### config.mk
export PLATFORM = sky130hd
export DESIGN_NAME = startup
export DESIGN_NICKNAME = d
export VERILOG_FILES = /design/src/rtl/startup_pkg.sv /design/src/rtl/startup_rst_sync.sv /design/src/rtl/startup.sv
export SDC_FILE = /design/constraint.sdc
export NUM_CORES = 1
export LEC_CHECK = 0
export ABC_AREA = 1
export BUFFER_PORTS_ARGS = -buffer_cell sky130_fd_sc_hd__buf_4
export CORE_ASPECT_RATIO = 1.1
export CORE_MARGIN = 3
export CORE_UTILIZATION = 45
export DETAILED_ROUTE_END_ITERATION = 12
export MAX_ROUTING_LAYER = met4
export PLACE_DENSITY = 0.75
export SLEW_MARGIN = 20
export SYNTH_ARGS = -nofsm -noshare
export SYNTH_HDL_FRONTEND = slang
export SYNTH_HIERARCHICAL = 1
export SYNTH_SLANG_ARGS = --single-unit
### constraint.sdc
create_clock -name clk_i -period 0.9 [get_ports clk_i]
set_input_delay 0.045 -clock clk_i [delete_from_list [all_inputs] [get_ports clk_i]]
set_output_delay 0.045 -clock clk_i [all_outputs]
set_load 0.02 [all_outputs]
### src/rtl/startup_pkg.sv
// Shared types and default constants for the power-up gate sequencer.
package startup_pkg;

    typedef enum logic [1:0] {
        IDLE  = 2'd0,
        COUNT = 2'd1,
        DONE  = 2'd2
    } state_e;

    localparam int unsigned DEF_N_GATES      = 5;
    localparam int unsigned DEF_STAGE_CYCLES = 208_333;
    localparam int unsigned DEF_SYNC_STAGES  = 2;

endpackage

### src/rtl/startup_rst_sync.sv
// Reset synchronizer: asynchronous assert, release after SYNC_STAGES clock edges.
module startup_rst_sync #(
    parameter int unsigned SYNC_STAGES = 2
) (
    input  logic clk_i,
    input  logic rst_n_i,
    output logic rst_n_o
);

    logic [SYNC_STAGES-1:0] sync_q;

    always_ff @(posedge clk_i or negedge rst_n_i) begin
        if (!rst_n_i) begin
            sync_q <= '0;
        end else begin
            sync_q <= {sync_q[SYNC_STAGES-2:0], 1'b1};
        end
    end

    assign rst_n_o = sync_q[SYNC_STAGES-1];

endmodule

### src/rtl/startup.sv
// Power-up sequencer: raises gate enables one by one, STAGE_CYCLES apart, after reset release.
module startup
    import startup_pkg::*;
#(
    parameter int unsigned N_GATES      = DEF_N_GATES,
    parameter int unsigned STAGE_CYCLES = DEF_STAGE_CYCLES,
    parameter int unsigned SYNC_STAGES  = DEF_SYNC_STAGES
) (
    input  logic               clk_i,
    input  logic               rst_n_i,
    output logic [N_GATES-1:0] gate_en_o
);

    localparam int unsigned CNT_W = $clog2(STAGE_CYCLES);
    localparam int unsigned STG_W = $clog2(N_GATES + 1);
    localparam logic [CNT_W-1:0] CNT_MAX  = CNT_W'(STAGE_CYCLES - 1);
    localparam logic [STG_W-1:0] STG_LAST = STG_W'(N_GATES - 1);

    logic               rst_sync_n;
    state_e             state_q, state_d;
    logic [CNT_W-1:0]   cnt_q, cnt_d;
    logic [STG_W-1:0]   stage_q, stage_d;
    logic [N_GATES-1:0] gate_q, gate_d;

    startup_rst_sync #(
        .SYNC_STAGES(SYNC_STAGES)
    ) u_rst_sync (
        .clk_i  (clk_i),
        .rst_n_i(rst_n_i),
        .rst_n_o(rst_sync_n)
    );

    // The IDLE cycle is counted as stage cycle 0, so the counter enters COUNT at 1.
    always_comb begin
        state_d = state_q;
        cnt_d   = cnt_q;
        stage_d = stage_q;
        gate_d  = gate_q;
        unique case (state_q)
            IDLE: begin
                state_d = COUNT;
                cnt_d   = CNT_W'(1);
            end
            COUNT: begin
                if (cnt_q == CNT_MAX) begin
                    cnt_d   = '0;
                    stage_d = stage_q + STG_W'(1);
                    for (int unsigned k = 0; k < N_GATES; k++) begin
                        if (stage_q == STG_W'(k)) begin
                            gate_d[k] = 1'b1;
                        end
                    end
                    if (stage_q == STG_LAST) begin
                        state_d = DONE;
                    end
                end else begin
                    cnt_d = cnt_q + CNT_W'(1);
                end
            end
            DONE: begin
            end
            default: begin
                state_d = IDLE;
            end
        endcase
    end

    // Synchronized reset still asserts asynchronously, clearing the enables at once.
    always_ff @(posedge clk_i or negedge rst_sync_n) begin
        if (!rst_sync_n) begin
            state_q <= IDLE;
            cnt_q   <= '0;
            stage_q <= '0;
            gate_q  <= '0;
        end else begin
            state_q <= state_d;
            cnt_q   <= cnt_d;
            stage_q <= stage_d;
            gate_q  <= gate_d;
        end
    end

    assign gate_en_o = gate_q;

endmodule

# Word level (Yosys, flattened, before mapping)

Cells that the tools add are included.

Register bits after elaboration: 30
Latch bits: 0
Memory bits (writable): 0
ROM bits: 0
Input bits: 2
Word-level logic and storage cells: 36
Memories: 0

Add/sub/neg operators: 2
Multipliers: 0
Divide/modulo/power cells: 0
Magnitude comparators: 0
Eq/ne operators: 9
Shift-type cells: 0
Mux-type cells: 5
Bitwise gates (word level): 1
Reductions and logical operators: 10

Operators by type and width:

| kind                                                 | number |
|---|---|
| case mux 18 bit (2 select lines)                     | 1 |
| adder 18 x 1 -> 18 bit (second input constant)       | 1 |
| equality test 18 bit (second input constant)         | 1 |
| 2-to-1 mux 18 bit                                    | 1 |
| AND reduction 3 bit                                  | 6 |
| equality test 3 x 2 -> 1 bit (second input constant) | 2 |
| case mux 2 bit (3 select lines)                      | 1 |
| 2-to-1 mux 2 bit                                     | 2 |
| inequality test 2 bit (second input constant)        | 2 |
| adder 3 x 1 -> 3 bit (second input constant)         | 1 |
| equality test 3 x 1 -> 1 bit (second input constant) | 1 |
| equality test 3 bit (second input constant)          | 1 |
| zero test 3 bit                                      | 1 |
| equality test 2 x 1 -> 1 bit (second input constant) | 1 |
| equality test 2 bit (second input constant)          | 1 |
| zero test 2 bit                                      | 1 |
| AND reduction 2 bit                                  | 1 |
| nonzero test 2 bit                                   | 1 |
| NOT 1 bit                                            | 1 |

# Logic depth before layout (Yosys ltp)

Gate-level depths: netlist (run 1).

Word-level depth: 4
Depth in mapped cells: 9
Mapped depth without buffers: 9

# Hierarchy

The synthesis (run 1) kept the hierarchy.

Modules (own cells, without submodules):

| module           | instances | cells each | area an instance (µm²) |
|---|---|---|---|
| startup          | 1         | 219        | 1,649.1 |
| startup_rst_sync | 1         | 3          | 53.8 |

# Least setup slack after synthesis (run 1)

No wires, ideal clock.

Path kind: register to register
Start point: register cnt_q[0]
End point: register cnt_q[0]
Data arrival time: 1.195 ns
Setup slack: -0.415 ns
Stages on the path, launching flop included: 9
Path buffers: 1
Clock period less this slack: 1.315 ns
Cells stage by stage: dfrtp_1 inv_1 ha_1 nand2_1 nor2_1 nand3_2 buf_6 o211ai_1 inv_1

Longest elaborated chain between the ends: 3
Elaborated cells on any way between the ends: 4

Ends and longest elaborated chain:

| item                                                           | line                         | RTL |
|---|---|---|
| start: declaration                                             | startup.sv:21                | `logic [CNT_W-1:0] cnt_q, cnt_d;` |
| start signal: assignment                                       | startup.sv:77                | `cnt_q <= cnt_d;` |
| adder 18 x 1 -> 18 bit or equality test 18 bit (tied branches) | startup.sv:57, startup.sv:45 |  |
| 2-to-1 mux 18 bit *                                            | startup.sv:45                | `if (cnt_q == CNT_MAX) begin` |
| case mux 18 bit (2 select lines) *                             | startup.sv:39                | `unique case (state_q)` |

Mark *: on every way between the ends. The rest lies on a longest branch, timed or not.
A chain may end at the register's enable or synchronous reset.

# Worst setup path in the final report (run 1)

Start point: register cnt_q[0]
End point: register cnt_q[12]

The elaborated chain is that of the path after synthesis.

==> results of run 1 <==
==> sequential cells by signal (all words and copies together) (netlist names) <==
signal,flops
cnt_q,18
gate_en_o,5
stage_q,3
state_q,2
u_rst_sync/sync_q,2
==> path summary, 6_finish.rpt <==
path                       cells after the start                              to                            from  slack (ns)
setup / recovery                               7           cnt_q[12]$_DFFE_PN0P_            cnt_q[0]$_DFFE_PN0P_       -0.51
hold / removal                                 1            cnt_q[1]$_DFFE_PN0P_  u_rst_sync/sync_q[1]$_DFF_PN0_        0.21
setup reg to reg                               7           cnt_q[12]$_DFFE_PN0P_            cnt_q[0]$_DFFE_PN0P_       -0.51
hold reg to reg                                1            cnt_q[1]$_DFFE_PN0P_  u_rst_sync/sync_q[1]$_DFF_PN0_        0.21
max in group asynchronous                      3  u_rst_sync/sync_q[1]$_DFF_PN0_                         rst_n_i        0.23
min in group clk_i                             0  u_rst_sync/sync_q[1]$_DFF_PN0_  u_rst_sync/sync_q[0]$_DFF_PN0_        0.38
==> what timing repair did <==
| action | CTS | global route |
|---|---|---|
| endpoints found under the hold margin | 2 | 0 |
| gates resized for setup | 40 | 25 |
| endpoints found under the setup margin | 33 | 33 |
| buffers inserted | 5 | 3 |
| gates cloned | 0 | 1 |
| pin swaps | 14 | 19 |
| hold buffers | 2 | 0 |
==> through the flow <==
step	total power, mW	utilization
3_3_place_gp	1.42	0.624
5_1_grt	2.33	0.734
3_5_place_dp	1.42	0.624
2_1_floorplan	1.40	-
6_report	2.23	0.734
4_1_cts	2.25	0.696
==> layout by cell type (no fill, tap or decap), types with 2 or more instances in the layout <==
cell type      synthesis  final
a21oi_2                1      2
inv_1                 27     19
nand3_4                0      2
xor2_1                 7      7
clkbuf_4               0      5
ha_1                   7      5
nand2_2                1      5
buf_4                  0     48
dlygate4sd3_1          0      2
nand2_1               67     58
buf_6                  1     13
nand3_1               17      6
inv_2                  0      7
o21bai_1               8      8
o21ai_2                1      5
o21ai_1                0      7
nand2_4                0      5
nor2_4                 0      8
nand3_2                1     11
nor2_1                28     20
dfrtp_1               30     29
==> worst register-to-register path, stage by stage, from the launching register on <==
cell and delay, ns:
dfrtp_1 0.41, ha_2 0.22, nand2_4 0.07, nor2_4 0.15
buf_6 0.14, nand4_1 0.13, nand3_2 0.11, o21ai_2 0.06
==> area by class of cell <==
type                            count  area [sq um]  share of cell area
Tap cell                           48          60.1              0.0234
Clock inverter                      3          21.3             0.00828
Timing Repair Buffer               63           527               0.205
Clock buffer                        5          37.5              0.0146
Multi-Input combinational cell    162          1070               0.415
Sequential cell                    30           752               0.293
Inverter                           27           104              0.0404
==> where the power goes <==
part           switching [mW]  internal, mW  total, mW
clock network           0.535         0.303      0.838
logic                  0.0283        0.0143     0.0425
registers             0.00181          1.35       1.35
==> layer usage <==
metal,track usage,vias up,share of wire
li1,-,834,-
met1,0.265,774,0.41
met2,0.352,47,0.52
met3,0.0611,15,0.045
met4,0.0986,0,0.027
met5,-,-,0
==> kinds of logic (layout without fill, tap and decap cells) <==
kind of cell / Yosys count / count (layout) / share of synthesized area
AOI/OAI and AO/OA: 26 / 26 / 0.0963
xor gates and xnor gates: 8 / 8 / 0.0411
adders and majority gates: 7 / 7 / 0.0514
buffers and inverters: 31 / 98 / 0.0742
DFF: 30 / 30 / 0.441
other: 1 / 1 / 0.00220
and+or+nand+nor: 119 / 120 / 0.294
==> flow_summary.yaml, run 1 <==
cells_and_area:
  fin_cells: 338
  synthToLayoutAreaGrowth_pct: 50.8
  nFillCells: 256
  design_area_sq_mm: 0.00257
  layout-drive-gt1-share: 0.424
  antenna_cells: 0
  nets: 298
logic_synthesis:
  synth_area_leader_cell: "dfrtp_1"
  synth_area_sq_mm: 0.00170
  ys_seq_area_frac: 0.441
  yosysTopAreaCellShare: 0.441
  synth_most_common_cell: "nand2_1"
  postSynthCellCount: 222
  synthTopCellsByCount: "nand2_1, dfrtp_1, nor2_1"
  async_flop_share: 1.00
  synth_cell_types: 26
  synthFlopType: "dfrtp_1"
  ys_ff_latch: 30
  syn_avg_cell_area_sq_um: 7.67
  yosys_warnings: 6
  syn_nets: 231
  synthTopCellsByArea: "dfrtp_1, nand2_1, nor2_1"
  synth_edf_count: 0
die:
  core_sq_mm: 0.00350
  start_util: 0.487
  dieArea_sq_mm: 0.00456
  ios: 7
  dieWidth_microns: 64.7
  rows: 22
  die_y_microns: 70.5
timing:
  fin_skew_ns: 0.00407
  finalHoldViolations: 0
  setup_tns_ns: -12.36
  rsz0062_at_grt: "true"
  finalSetupViolCount: 33
  whs_ns: 0.205
  fin_crit_ns: 1.41
  final.period_utilization: 1.56
  setup_slack_ns: -0.508
  slew_viol_final: 0
  clock.fmax_mhz: 710
route:
  wl_per_cell_microns: 14.3
  antenna_left: 0
  drt_iter0_markers: 128
  drtPass1Iterations: 6
  routed_via_density: 4.94
  remaining_drc_errors: 0
  vias: 1670
  drt_wl_total_microns: 4840
placed_design:
  dpl_cell_area_sq_mm: 0.00218
  hpwl_microns: 2940
  place.gp.congestion: 0.917
  io_buffers: 6
  placed_cells: 319
  pre_cts_slack_ns: -0.554
setup_path:
  cp_slowest_stage_delay_ns: 0.41
  cp_num_buf_inv: 1
  worst_ep_arrival_time_ns: 1.64
  path_max_fanout: 4
  cpMaxStageDelayCell: "dfrtp_1"
  required_ns: 1.14
  start_kind: "flop"
  crit_path_end_kind: "flop"
  cp_cell_sequence: "ha_2, nand2_4, nor2_4, buf_6, nand4_1, nand3_2, o21ai_2"
  critical_path_class: "reg -> reg"
  cp_top_family: "simple AND/OR/NAND/NOR gates"
outcome:
  status: "finished with violations"
  violations: "setup timing"
cts:
  cts_buffer_depth: 2
  cts_root_buf: "clkbuf_4"
  clk_latency_ns: 0.35
  htree_levels: 2
  clk_pin_slew_ns: 0.10
  cts_made_buffers: 5
  numClockSinks: 30
  cts_tree: "built"
run:
  cap_violations: 0
global_routing:
  grt_max_degree: 16
  grt_overflow: 0
  grt_antenna_before_repair: 0
  grt_usage: 0.223
  grt_pass1_wl_microns: 7530
  grt_pass1_vias: 1686
pwr:
  leakagePower_nw: 1.23
  powerDensity_mw_per_mm2: 870
  vdd_drop_max_uv: 918
worst_hold_path:
  min_path_type: "reg -> async"
Power figures use the tool's default switching activity.
==> run 2: changes to the inputs <==
- SETUP_SLACK_MARGIN: unset -> 0.05
==> run 2 against run 1 <==
The flow still finishes with violations (setup timing); count of clock-buffer cells in the layout unchanged; global-route usage is 0.18 points lower; sequential cell count is the same; clock power is 30% higher; wire length is 7.5% higher; die area is the same.
==> flow_summary.yaml, run 2 (synthesis gave the netlist of run 1 again) <==
cts:
  cts_made_buffers: 5
  cts_buffer_depth: 2
  clk_latency_ns: 0.34
  htree_levels: 2
  numClockSinks: 30
  clk_pin_slew_ns: 0.10
  cts_root_buf: "clkbuf_4"
  cts_tree: "built"
route:
  wl_per_cell_microns: 15.1
  drt_wl_total_microns: 5200
  vias: 1761
  drtPass1Iterations: 4
  remaining_drc_errors: 0
  drt_iter0_markers: 107
  routed_via_density: 5.12
  antenna_left: 0
outcome:
  violations: "setup timing"
  status: "finished with violations"
global_routing:
  grt_usage: 0.221
  grt_overflow: 0
  grt_pass1_vias: 1690
  grt_antenna_before_repair: 0
  grt_pass1_wl_microns: 7650
  grt_max_degree: 29
placed_design:
  dpl_cell_area_sq_mm: 0.00221
  io_buffers: 6
  placed_cells: 321
  hpwl_microns: 2900
  place.gp.congestion: 0.876
cells_and_area:
  multiInputGateArea_sq_mm: 0.00117
  layout-drive-gt1-share: 0.500
  nets: 304
  most-common-layout-cells: "nand2_1, buf_4, dfrtp_1"
  top_register: "cnt_q"
  antenna_cells: 0
  largest_reg_flops: 18
  design_area_sq_mm: 0.00277
  synthToLayoutAreaGrowth_pct: 62.7
  final_common_cell: "nand2_1"
  register_area_sq_um: 754
  nFillCells: 217
  fin_cells: 344
die:
  start_util: 0.487
  dieWidth_microns: 64.7
  core_sq_mm: 0.00350
  rows: 22
  ios: 7
  die_y_microns: 70.5
  dieArea_sq_mm: 0.00456
setup_path:
  critical_path_class: "reg -> reg"
  crit_path_end_kind: "flop"
  start_kind: "flop"
  path_max_fanout: 4
  worst_ep_arrival_time_ns: 1.67
  required_ns: 1.13
timing:
  final.period_utilization: 1.60
  fin_crit_ns: 1.44
  slew_viol_final: 0
  finalSetupViolCount: 33
  clock.fmax_mhz: 696
  finalHoldViolations: 0
  rsz0062_at_grt: "true"
  setup_slack_ns: -0.538
  fin_skew_ns: 0.00660
pwr:
  powerDensity_mw_per_mm2: 897
  pwr-share-comb: 0.017
  vdd_drop_max_uv: 887
  pwr-share-clk: 0.438
  total_power_mw: 2.48
  swShare: 0.219
  internal_power_mw: 1.94
  power_frac_seq: 0.545
  net-switching-power_mw: 0.544
  leakagePower_nw: 1.33
run:
  cap_violations: 0
worst_hold_path:
  min_path_type: "in -> async"
[run 2: cell types whose count changed in the layout (fill, tap and decap cells not counted), moves of 3 or more]
cell     before  now
buf_6        13   17
nand2_2       5    8
nor2_1       20   13
nand2_1      58   53
nor2_2        1    6
[run 2: area by class of cell]
cell class                      instances  area share
Sequential cell                        30       0.272
Inverter                               27      0.0384
Clock inverter                          3      0.0145
Tap cell                               48      0.0217
Multi-Input combinational cell        162       0.424
Timing Repair Buffer                   69       0.215
Clock buffer                            5      0.0136
[run 2: metrics by stage]
step                      setup slack (ns)  setup TNS (ns)  hold WS (ns)   util
after floorplan                     -0.369           -7.53        -0.251      -
final                               -0.538          -13.02        0.0403  0.792
after detailed placement            -0.552          -12.48        -0.170  0.632
after global routing                -0.593          -14.81        0.0480  0.792
after global placement              -0.479          -11.27        -0.172  0.632
after CTS                           -0.460          -11.46        0.0108  0.691
[run 2: worst max-delay path: stages (launching register included)]
cell and delay (ns):
dfrtp_1 0.40, nand2_2 0.10, nor2_2 0.12, nand2_2 0.08, nor2_4 0.18, buf_6 0.13, a21oi_4 0.06, buf_6 0.15
nand3_2 0.06, nand2_1 0.05
[run 2: path summary, 6_finish.rpt]
kind                            cells past startpoint  slack, ns                            from                        endpoint
min in group clk_i                                  0       0.37  u_rst_sync/sync_q[0]$_DFF_PN0_  u_rst_sync/sync_q[1]$_DFF_PN0_
worst max-delay path                                9      -0.54            cnt_q[2]$_DFFE_PN0P_           cnt_q[13]$_DFFE_PN0P_
worst min register to register                      1       0.21  u_rst_sync/sync_q[1]$_DFF_PN0_        gate_en_o[4]$_DFFE_PN0P_
worst max register to register                      9      -0.54            cnt_q[2]$_DFFE_PN0P_           cnt_q[13]$_DFFE_PN0P_
max in group asynchronous                           1       0.51  u_rst_sync/sync_q[1]$_DFF_PN0_            cnt_q[8]$_DFFE_PN0P_
worst min-delay path                                2       0.04                         rst_n_i  u_rst_sync/sync_q[1]$_DFF_PN0_
[run 2: power by group through the flow]
stage,clock network [mW],registers [mW],logic (mW)
CTS,1.09,1.35,0.0432
floorplan,0,1.40,0.000362
global placement,0,1.38,0.0393
finish,1.09,1.35,0.0429
global route,1.15,1.35,0.0476
detailed placement,0,1.38,0.0400
[run 2: what timing repair did]
action                                  4_1_cts  5_1_grt
cloned                                        0        1
hold buffers                                  1        0
hold endpoints to repair                      2        0
pin swaps                                    11       24
endpoints found under the setup margin       33       33
buffers inserted                              1       12
gates resized for setup                      30       66
[run 2: layer usage]
metal / track usage / part of all wire / vias up
met5: - / 0 / -
met4: 0.0845 / 0.023 / 0
met3: 0.0370 / 0.040 / 12
met2: 0.349 / 0.54 / 48
met1: 0.284 / 0.39 / 856
li1: - / - / 845
